[src/rtl/menu_audio_pkg.sv]
// menu_audio_pkg: shared defaults, sample type and helpers for the I2S receiver
package menu_audio_pkg;
  localparam int W_DEF = 16;
  localparam int TIMEOUT_DEF = 1024;
  localparam int LOCK_WORDS_DEF = 4;
  typedef logic signed [W_DEF-1:0] sample_t;
  function automatic logic [7:0] sat_inc8(input logic [7:0] v);
    return (v == 8'hff) ? v : v + 8'd1;
  endfunction
endpackage

[src/rtl/i2s_rx_sig_filter.sv]
// sig_filter: 2-flop synchronizer followed by a two-sample-agreement deglitcher
module sig_filter (
  input  logic clk,
  input  logic reset,
  input  logic d,
  output logic q
);
  logic s1, s2, s3;
  // synchronize, then move the filtered level only when two synced samples agree
  always_ff @(posedge clk) begin
    if (reset) begin
      s1 <= 1'b0;
      s2 <= 1'b0;
      s3 <= 1'b0;
      q  <= 1'b0;
    end else begin
      s1 <= d;
      s2 <= s1;
      s3 <= s2;
      q  <= (s2 == s3) ? s2 : q;
    end
  end
endmodule

[src/rtl/i2s_rx.sv]
// i2s_rx: I2S receiver with filtered inputs, word validation, lock tracking and idle timeout
module i2s_rx import menu_audio_pkg::*; #(
  parameter int W = W_DEF,
  parameter int TIMEOUT = TIMEOUT_DEF,
  parameter int LOCK_WORDS = LOCK_WORDS_DEF
) (
  input  logic                clk,
  input  logic                reset,
  input  logic                bclk,
  input  logic                ws,
  input  logic                sdata,
  output logic signed [W-1:0] left,
  output logic signed [W-1:0] right,
  output logic                l_stb,
  output logic                r_stb,
  output logic                locked,
  output logic [7:0]          err_cnt
);
  localparam int BW = $clog2(W + 1);
  localparam int IW = $clog2(TIMEOUT + 1);
  localparam int RW = $clog2(LOCK_WORDS + 1);
  logic bclk_f, ws_f, sd_f, bclk_d, ws_prev, synced, end_pend;
  logic bclk_rise, ws_chg, word_ok, timeout_hit;
  logic [W-1:0] word_buf;
  logic [BW-1:0] bit_idx;
  logic [5:0] word_len;
  logic [IW-1:0] idle;
  logic [RW-1:0] run;
  sig_filter u_bclk (.clk(clk), .reset(reset), .d(bclk),  .q(bclk_f));
  sig_filter u_ws   (.clk(clk), .reset(reset), .d(ws),    .q(ws_f));
  sig_filter u_sd   (.clk(clk), .reset(reset), .d(sdata), .q(sd_f));
  assign bclk_rise   = bclk_f & ~bclk_d;
  assign ws_chg      = ws_f != ws_prev;
  assign word_ok     = (word_len >= 6'(W)) && (word_len <= 6'd32);
  assign timeout_hit = !bclk_rise && (idle == IW'(TIMEOUT - 1));
  // capture bits on bclk rises, commit words one cycle after a ws change, track lock and idle
  always_ff @(posedge clk) begin
    if (reset) begin
      bclk_d   <= 1'b0;
      ws_prev  <= 1'b0;
      synced   <= 1'b0;
      end_pend <= 1'b0;
      word_buf <= '0;
      bit_idx  <= '0;
      word_len <= '0;
      idle     <= '0;
      run      <= '0;
      left     <= '0;
      right    <= '0;
      l_stb    <= 1'b0;
      r_stb    <= 1'b0;
      locked   <= 1'b0;
      err_cnt  <= '0;
    end else begin
      bclk_d <= bclk_f;
      l_stb  <= 1'b0;
      r_stb  <= 1'b0;
      idle   <= bclk_rise ? '0 : (idle == IW'(TIMEOUT)) ? idle : idle + 1'b1;
      if (bclk_rise) begin
        ws_prev <= ws_f;
        if (!synced) begin
          synced   <= ws_chg;
          word_buf <= '0;
          bit_idx  <= '0;
          word_len <= '0;
        end else begin
          if (bit_idx < BW'(W)) begin
            word_buf[BW'(W - 1) - bit_idx] <= sd_f;
            bit_idx <= bit_idx + 1'b1;
          end
          word_len <= (word_len == 6'd63) ? word_len : word_len + 6'd1;
          end_pend <= end_pend | ws_chg;
        end
      end else if (end_pend) begin
        end_pend <= 1'b0;
        word_buf <= '0;
        bit_idx  <= '0;
        word_len <= '0;
        l_stb    <= ws_prev;
        r_stb    <= !ws_prev;
        if (word_ok || !locked) begin
          if (ws_prev) left <= word_buf;
          else right <= word_buf;
        end else begin
          left  <= '0;
          right <= '0;
        end
        if (word_ok) begin
          run    <= (run == RW'(LOCK_WORDS)) ? run : run + 1'b1;
          locked <= locked | (run >= RW'(LOCK_WORDS - 1));
        end else begin
          run     <= '0;
          locked  <= 1'b0;
          err_cnt <= sat_inc8(err_cnt);
        end
      end
      if (timeout_hit) begin
        locked   <= 1'b0;
        left     <= '0;
        right    <= '0;
        run      <= '0;
        end_pend <= 1'b0;
        synced   <= 1'b0;
      end
    end
  end
endmodule
[config.mk]
export PLATFORM = sky130hd
export DESIGN_NAME = i2s_rx
export DESIGN_NICKNAME = d
export VERILOG_FILES = /design/src/rtl/menu_audio_pkg.sv /design/src/rtl/i2s_rx_sig_filter.sv /design/src/rtl/i2s_rx.sv
export SDC_FILE = /design/constraint.sdc
export NUM_CORES = 1
export LEC_CHECK = 0
export CORE_ASPECT_RATIO = 1.75
export CORE_MARGIN = 2
export CORE_UTILIZATION = 30
export DETAILED_ROUTE_END_ITERATION = 12
export GPL_TIMING_DRIVEN = 0
export PLACE_DENSITY = 0.46
export RECOVER_POWER = 100
export SLEW_MARGIN = 20
export SYNTH_ARGS = -nofsm -noshare
export SYNTH_HDL_FRONTEND = slang
export SYNTH_HIERARCHICAL = 1
export SYNTH_SLANG_ARGS = --single-unit
[constraint.sdc]
create_clock -name clk -period 1.5 [get_ports clk]
set_input_delay 0.15 -clock clk [delete_from_list [all_inputs] [get_ports clk]]
set_output_delay 0.15 -clock clk [all_outputs]
set_load 0.05 [all_outputs]
# After elaboration in Yosys (flattened, before gate mapping)

Index checks and enable logic that the tools add are counted.

Reduce and logical (&&, ||, !) cells: 19
Bitwise logic cells: 8
Mux-type cells: 23
Div/mod/pow operators: 0
Equality and inequality tests: 14
Shifts and indexed selects: 0
$mul: 0
Add/sub/neg operators: 6
Magnitude comparators: 6

Operators with widths:

| operator                                               | count |
|---|---|
| 2-to-1 mux 16 bit                                      | 8 |
| 2-to-1 mux 6 bit                                       | 4 |
| 2-to-1 mux 5 bit                                       | 4 |
| bitwise mux 16 bit                                     | 1 |
| adder 11 x 1 -> 11 bit (second input constant)         | 1 |
| equality test 11 x 10 -> 1 bit (second input constant) | 1 |
| equality test 11 bit (second input constant)           | 1 |
| less-than comparator 5 bit (second input constant)     | 2 |
| AND reduction 3 bit                                    | 3 |
| adder 8 x 1 -> 8 bit (second input constant)           | 1 |
| equality test 8 bit (second input constant)            | 1 |
| adder 6 x 1 -> 6 bit (second input constant)           | 1 |
| equality test 6 bit (second input constant)            | 1 |
| >= comparator 6 x 5 -> 1 bit (second input constant)   | 1 |
| less-or-equal comparator 6 bit (second input constant) | 1 |
| 2-to-1 mux 3 bit                                       | 2 |
| inequality test 2 bit (second input constant)          | 3 |
| AND reduction 2 bit                                    | 3 |
| OR reduction 3 bit                                     | 2 |
| adder 5 x 1 -> 5 bit (second input constant)           | 1 |
| >= comparator 5 x 1 -> 1 bit (second input constant)   | 1 |
| NOT 1 bit                                              | 5 |
| subtractor 4 x 5 -> 5 bit (first input constant)       | 1 |
| demux 1 bit (select 4 bit)                             | 1 |
| 16 further kinds                                       | 26 |

Register bits after elaboration: 100
RAM bits: 0
ROM bits: 0
Latch bits: 0
Memories: 0
Input port bits: 5

# Depth between registers and ports, before layout

Depth in word-level cells: 9
Depth in mapped cells: 8
Mapped depth without buffers: 6

# Hierarchy

Netlist, hierarchy kept.

By module, submodules not included:

| module     | area an instance (um2) | cells an instance | instances |
|---|---|---|---|
| i2s_rx     | 4131.5                 | 458               | 1 |
| sig_filter | 112.6                  | 10                | 3 |

# Worst setup path before layout

No wires, ideal clock.

Path kind: register to register
Start point: register err_cnt[0]
End point: register err_cnt[4]
Path buffers: 0
Setup slack: -313 ps
Arrival: 1692 ps
Cell stages (with the launch flop): 6
Data required time: 1379 ps
Library setup time: 121 ps
Cell sequence: dfxtp_1 > ha_1 > nand4_1 > o21ai_0 > nor4_1 > mux2_2

Longest elaborated chain between the ends: 3
Elaborated cells between the ends (all ways): 4

Ends and longest elaborated chain:

| element                                                                      | RTL line     | text |
|---|---|---|
| from (decl)                                                                  | i2s_rx.sv:17 | `output logic [7:0] err_cnt` |
| from (signal assigned)                                                       | i2s_rx.sv:94 | `err_cnt <= sat_inc8(err_cnt);` |
| parallel branches: the longest is 3 deep, another holds adder 8 x 1 -> 8 bit | -            |  |

Several ways; the timed one is not identified.
A chain may end at the register's enable or synchronous reset.

# Final worst setup path

Start point: register bclk_d
End point: register err_cnt[4]

Longest elaborated chain between the ends: 4

Ends and longest elaborated chain:

| element                              | RTL line     | text |
|---|---|---|
| from (decl)                          | i2s_rx.sv:22 | `logic bclk_f, ws_f, sd_f, bclk_d, ws_prev, synced, end_pend;` |
| from (signal assigned)               | i2s_rx.sv:55 | `bclk_d <= bclk_f;` |
| NOT 1 bit                            | i2s_rx.sv:32 | `assign bclk_rise = bclk_f & ~bclk_d;` |
| AND 1 bit                            | i2s_rx.sv:32 |  |
| NOT 1 bit (no source line)           | -            |  |
| AND reduction 4 bit (no source line) | -            |  |

No other way between the ends.

==> results.tsv <==
metric	value	unit
crit_path_start_kind	flip-flop	
worst_slew_pin_slew	674	ps
drcViolationCount	0	
syn_nets	506	
async_flop_share	0	%
cp-startpoint	bclk_d$_SDFF_PP0_	
hold_buffers	0	
cts.sinks	100	
routedWlPerCell	17.6	um
crit_chain	nand2b_4 -> buf_8 -> nand2_8 -> buf_8 -> nor4_4 -> mux2_4	
tritoncts	done	
slowest_delay	360	ps
synth_edf_count	0	
synthCells	488	
ff2ff_setup_slack	-130	ps
final_hold_viol_count	0	
drv_cap	0	
rsz0062_at_grt	true	
ys_warn_count	6	
powerDensity	749	nW/um^2
r2r_end	err_cnt[4]$_SDFFE_PP0P_	
place.port_buffers	47	
placementRows	59	
reg2reg_from	bclk_d$_SDFF_PP0_	
post-route-util	45.8	%
worst_r2r_path_depth	6	
slew_violations	0	
post-synth-top-count-cell	dfxtp_1	
endpoint	err_cnt[4]$_SDFFE_PP0P_	
fin_nets	625	
path_clk_slew	70	ps
synth_top_area_share	44.8	%
setup_violations	66	
root_buffer	clkbuf_16	
status	complete, but fails checks	
drt_iter0_drc	119	
synth_cell_types	47	
relSlewSlack	55.1	%
die_area	15900	um^2
final_antenna_net_count	0	
grt_pass1_wl	21.6	mm
critPathKind	flip-flop to flip-flop	
die_y	165	um
netlist_area	4470	um^2
synth_common_cells	100 x dfxtp_1, 41 x nand2_1, 37 x a21oi_1, 35 x o211ai_1, 25 x nor2_1	
io_pins	48	
diodes	0	
fin_cells	795	
final.min_clock_period	1630	ps
max_freq	612	MHz
timing.critical_path.mode_cell	buf_8	
synth_flop_cell	dfxtp_1	
endpoint_kind	flip-flop	
cts_htree_levels	3	
hpwl	9.43	mm
cp_slowest_cell	dfxtp_2	
irDropWorstVdd	0.529	mV
worst_slack	-133	ps
clk-insertion-delay-late	350	ps
die_w	96.3	um
firstDrtPassIters	4	
clk_path_buf_depth	2	
required	1740	ps
area_delta_synth_final	50.5	%
via_per_inst	5.25	
core_area	14700	um^2
wl	14.0	mm
grt_pass1_vias	4098	
synth-seq-area-share	44.8	%
synth_top_area_cell	dfxtp_1	
initial_utilization	30.4	%
grt_use_total	17.9	%
overflow	0	
routabilityCongestion	0.840	
syn_area_per_cell	9.16	um^2
setup_tns	-3690	ps
min_path_type	input port to flip-flop	
cp.arrival	1880	ps
dp_cells	718	
drive_gt1_share	37.7	%
cts_buffers	9	
final.period_utilization	109	%
fin_skew	11.2	ps
vias	4173	
grt_max_degree	17	
violations	negative setup slack	
ys_top_cells_by_area	dfxtp_1 45%, o211ai_1 5.9%, a21oi_1 4.1%, mux2i_1 3.8%, ha_1 3.6%	
cp_max_fo	6	
ys_ff_latch	100	
p_leak	0.00261	uW
antenna_found_initial	0	
==> worst min-delay path by stage <==
| stage | start | to | slack [ps] | cells after the start |
|---|---|---|---|---|
| floorplan | reset | u_bclk/q$_SDFFE_PP0N_ | 210 | 1 |
| global placement | u_sd/s1$_SDFF_PP0_ | u_sd/s2$_SDFF_PP0_ | 420 | 1 |
| detailed placement | u_bclk/s1$_SDFF_PP0_ | u_bclk/s2$_SDFF_PP0_ | 430 | 1 |
| CTS | reset | u_bclk/q$_SDFFE_PP0N_ | 350 | 2 |
| global route | reset | u_ws/q$_SDFFE_PP0N_ | 150 | 2 |
| finish | reset | u_bclk/q$_SDFFE_PP0N_ | 120 | 2 |
==> cell usage in the layout, fill, tap and decap left out, drive strengths merged, types with 16 or more instances in the layout <==
| cell type | instances |
|---|---|
| a21oi | 37 |
| buf | 80 |
| clkbuf | 24 |
| dfxtp | 100 |
| dlygate4sd2 | 41 |
| mux2i | 17 |
| nand2 | 42 |
| nor2 | 25 |
| nor2b | 16 |
| nor3 | 19 |
| o211ai | 35 |
| o21ai | 17 |
| o22ai | 16 |
| or3 | 23 |
==> what timing repair did <==
item,CTS,global route
pin swaps,47,33
cloned,7,1
setup endpoints to repair,131,76
resized for setup,175,57
buffers inserted,39,20
==> logic make-up after synthesis <==
| family | Yosys count | synth area share [%] |
|---|---|---|
| AO/OA/AOI/OAI | 123 | 17.4 |
| AND/OR/NAND/NOR | 178 | 22.8 |
| flip-flops | 100 | 44.8 |
| adder cells (fa/ha/maj) | 13 | 3.64 |
| XOR/XNOR | 11 | 2.16 |
| buffers and inverters | 42 | 4.42 |
| multiplexers | 21 | 4.82 |
==> cell type report <==
| class | instances | area (um^2) |
|---|---|---|
| Timing Repair Buffer | 113 | 1030 |
| Fill cell | 1424 | 7960 |
| Clock buffer | 11 | 243 |
| Buffer | 24 | 254 |
| Sequential cell | 100 | 2050 |
| Clock inverter | 5 | 37.5 |
| Tap cell | 183 | 229 |
| Multi-Input combinational cell | 346 | 2840 |
| Inverter | 13 | 48.8 |
==> worst max-delay path: cells and delay by family (launching register included) <==
family | cells | cell delay (ps)
AND/OR/NAND/NOR | 3 | 550
flip-flops | 1 | 360
multiplexers | 1 | 320
buffers and inverters | 2 | 290
==> per-layer routing <==
metal  part of all wire (%)  vias up  track usage, %
met2                     55       89            32.3
met3                    2.7       32            2.99
li1                       -     2030               -
met5                      0        -               0
met1                     38     2022            19.5
met4                    4.4        0            9.29
==> registers in the layout, indices dropped and copies added (netlist names), 3 cells and up <==
name / flops
right: 16
run: 3
idle: 11
word_len: 6
word_buf: 16
bit_idx: 5
err_cnt: 8
left: 16
==> per-stage QoR <==
step | instance area (um^2) | worst slack (ps) | hold WS, ps | power (uW)
3_3_place_gp | 5260 | -1240 | 416 | 2850
6_report | 6730 | -133 | 124 | 5040
3_5_place_dp | 5260 | -1260 | 431 | 2850
4_1_cts | 6370 | -137 | 347 | 5070
2_1_floorplan | 4560 | -41.0 | 212 | 2800
5_1_grt | 6730 | -185 | 147 | 5240
==> report_power, final <==
group	internal (uW)	leakage, uW	total (uW)	switching, uW
clock	1170	0.000132	2220	1050
combinational	53.4	0.00166	144	90.5
sequential	2660	0.000821	2670	12.4
(Power assumes the default switching activity.)
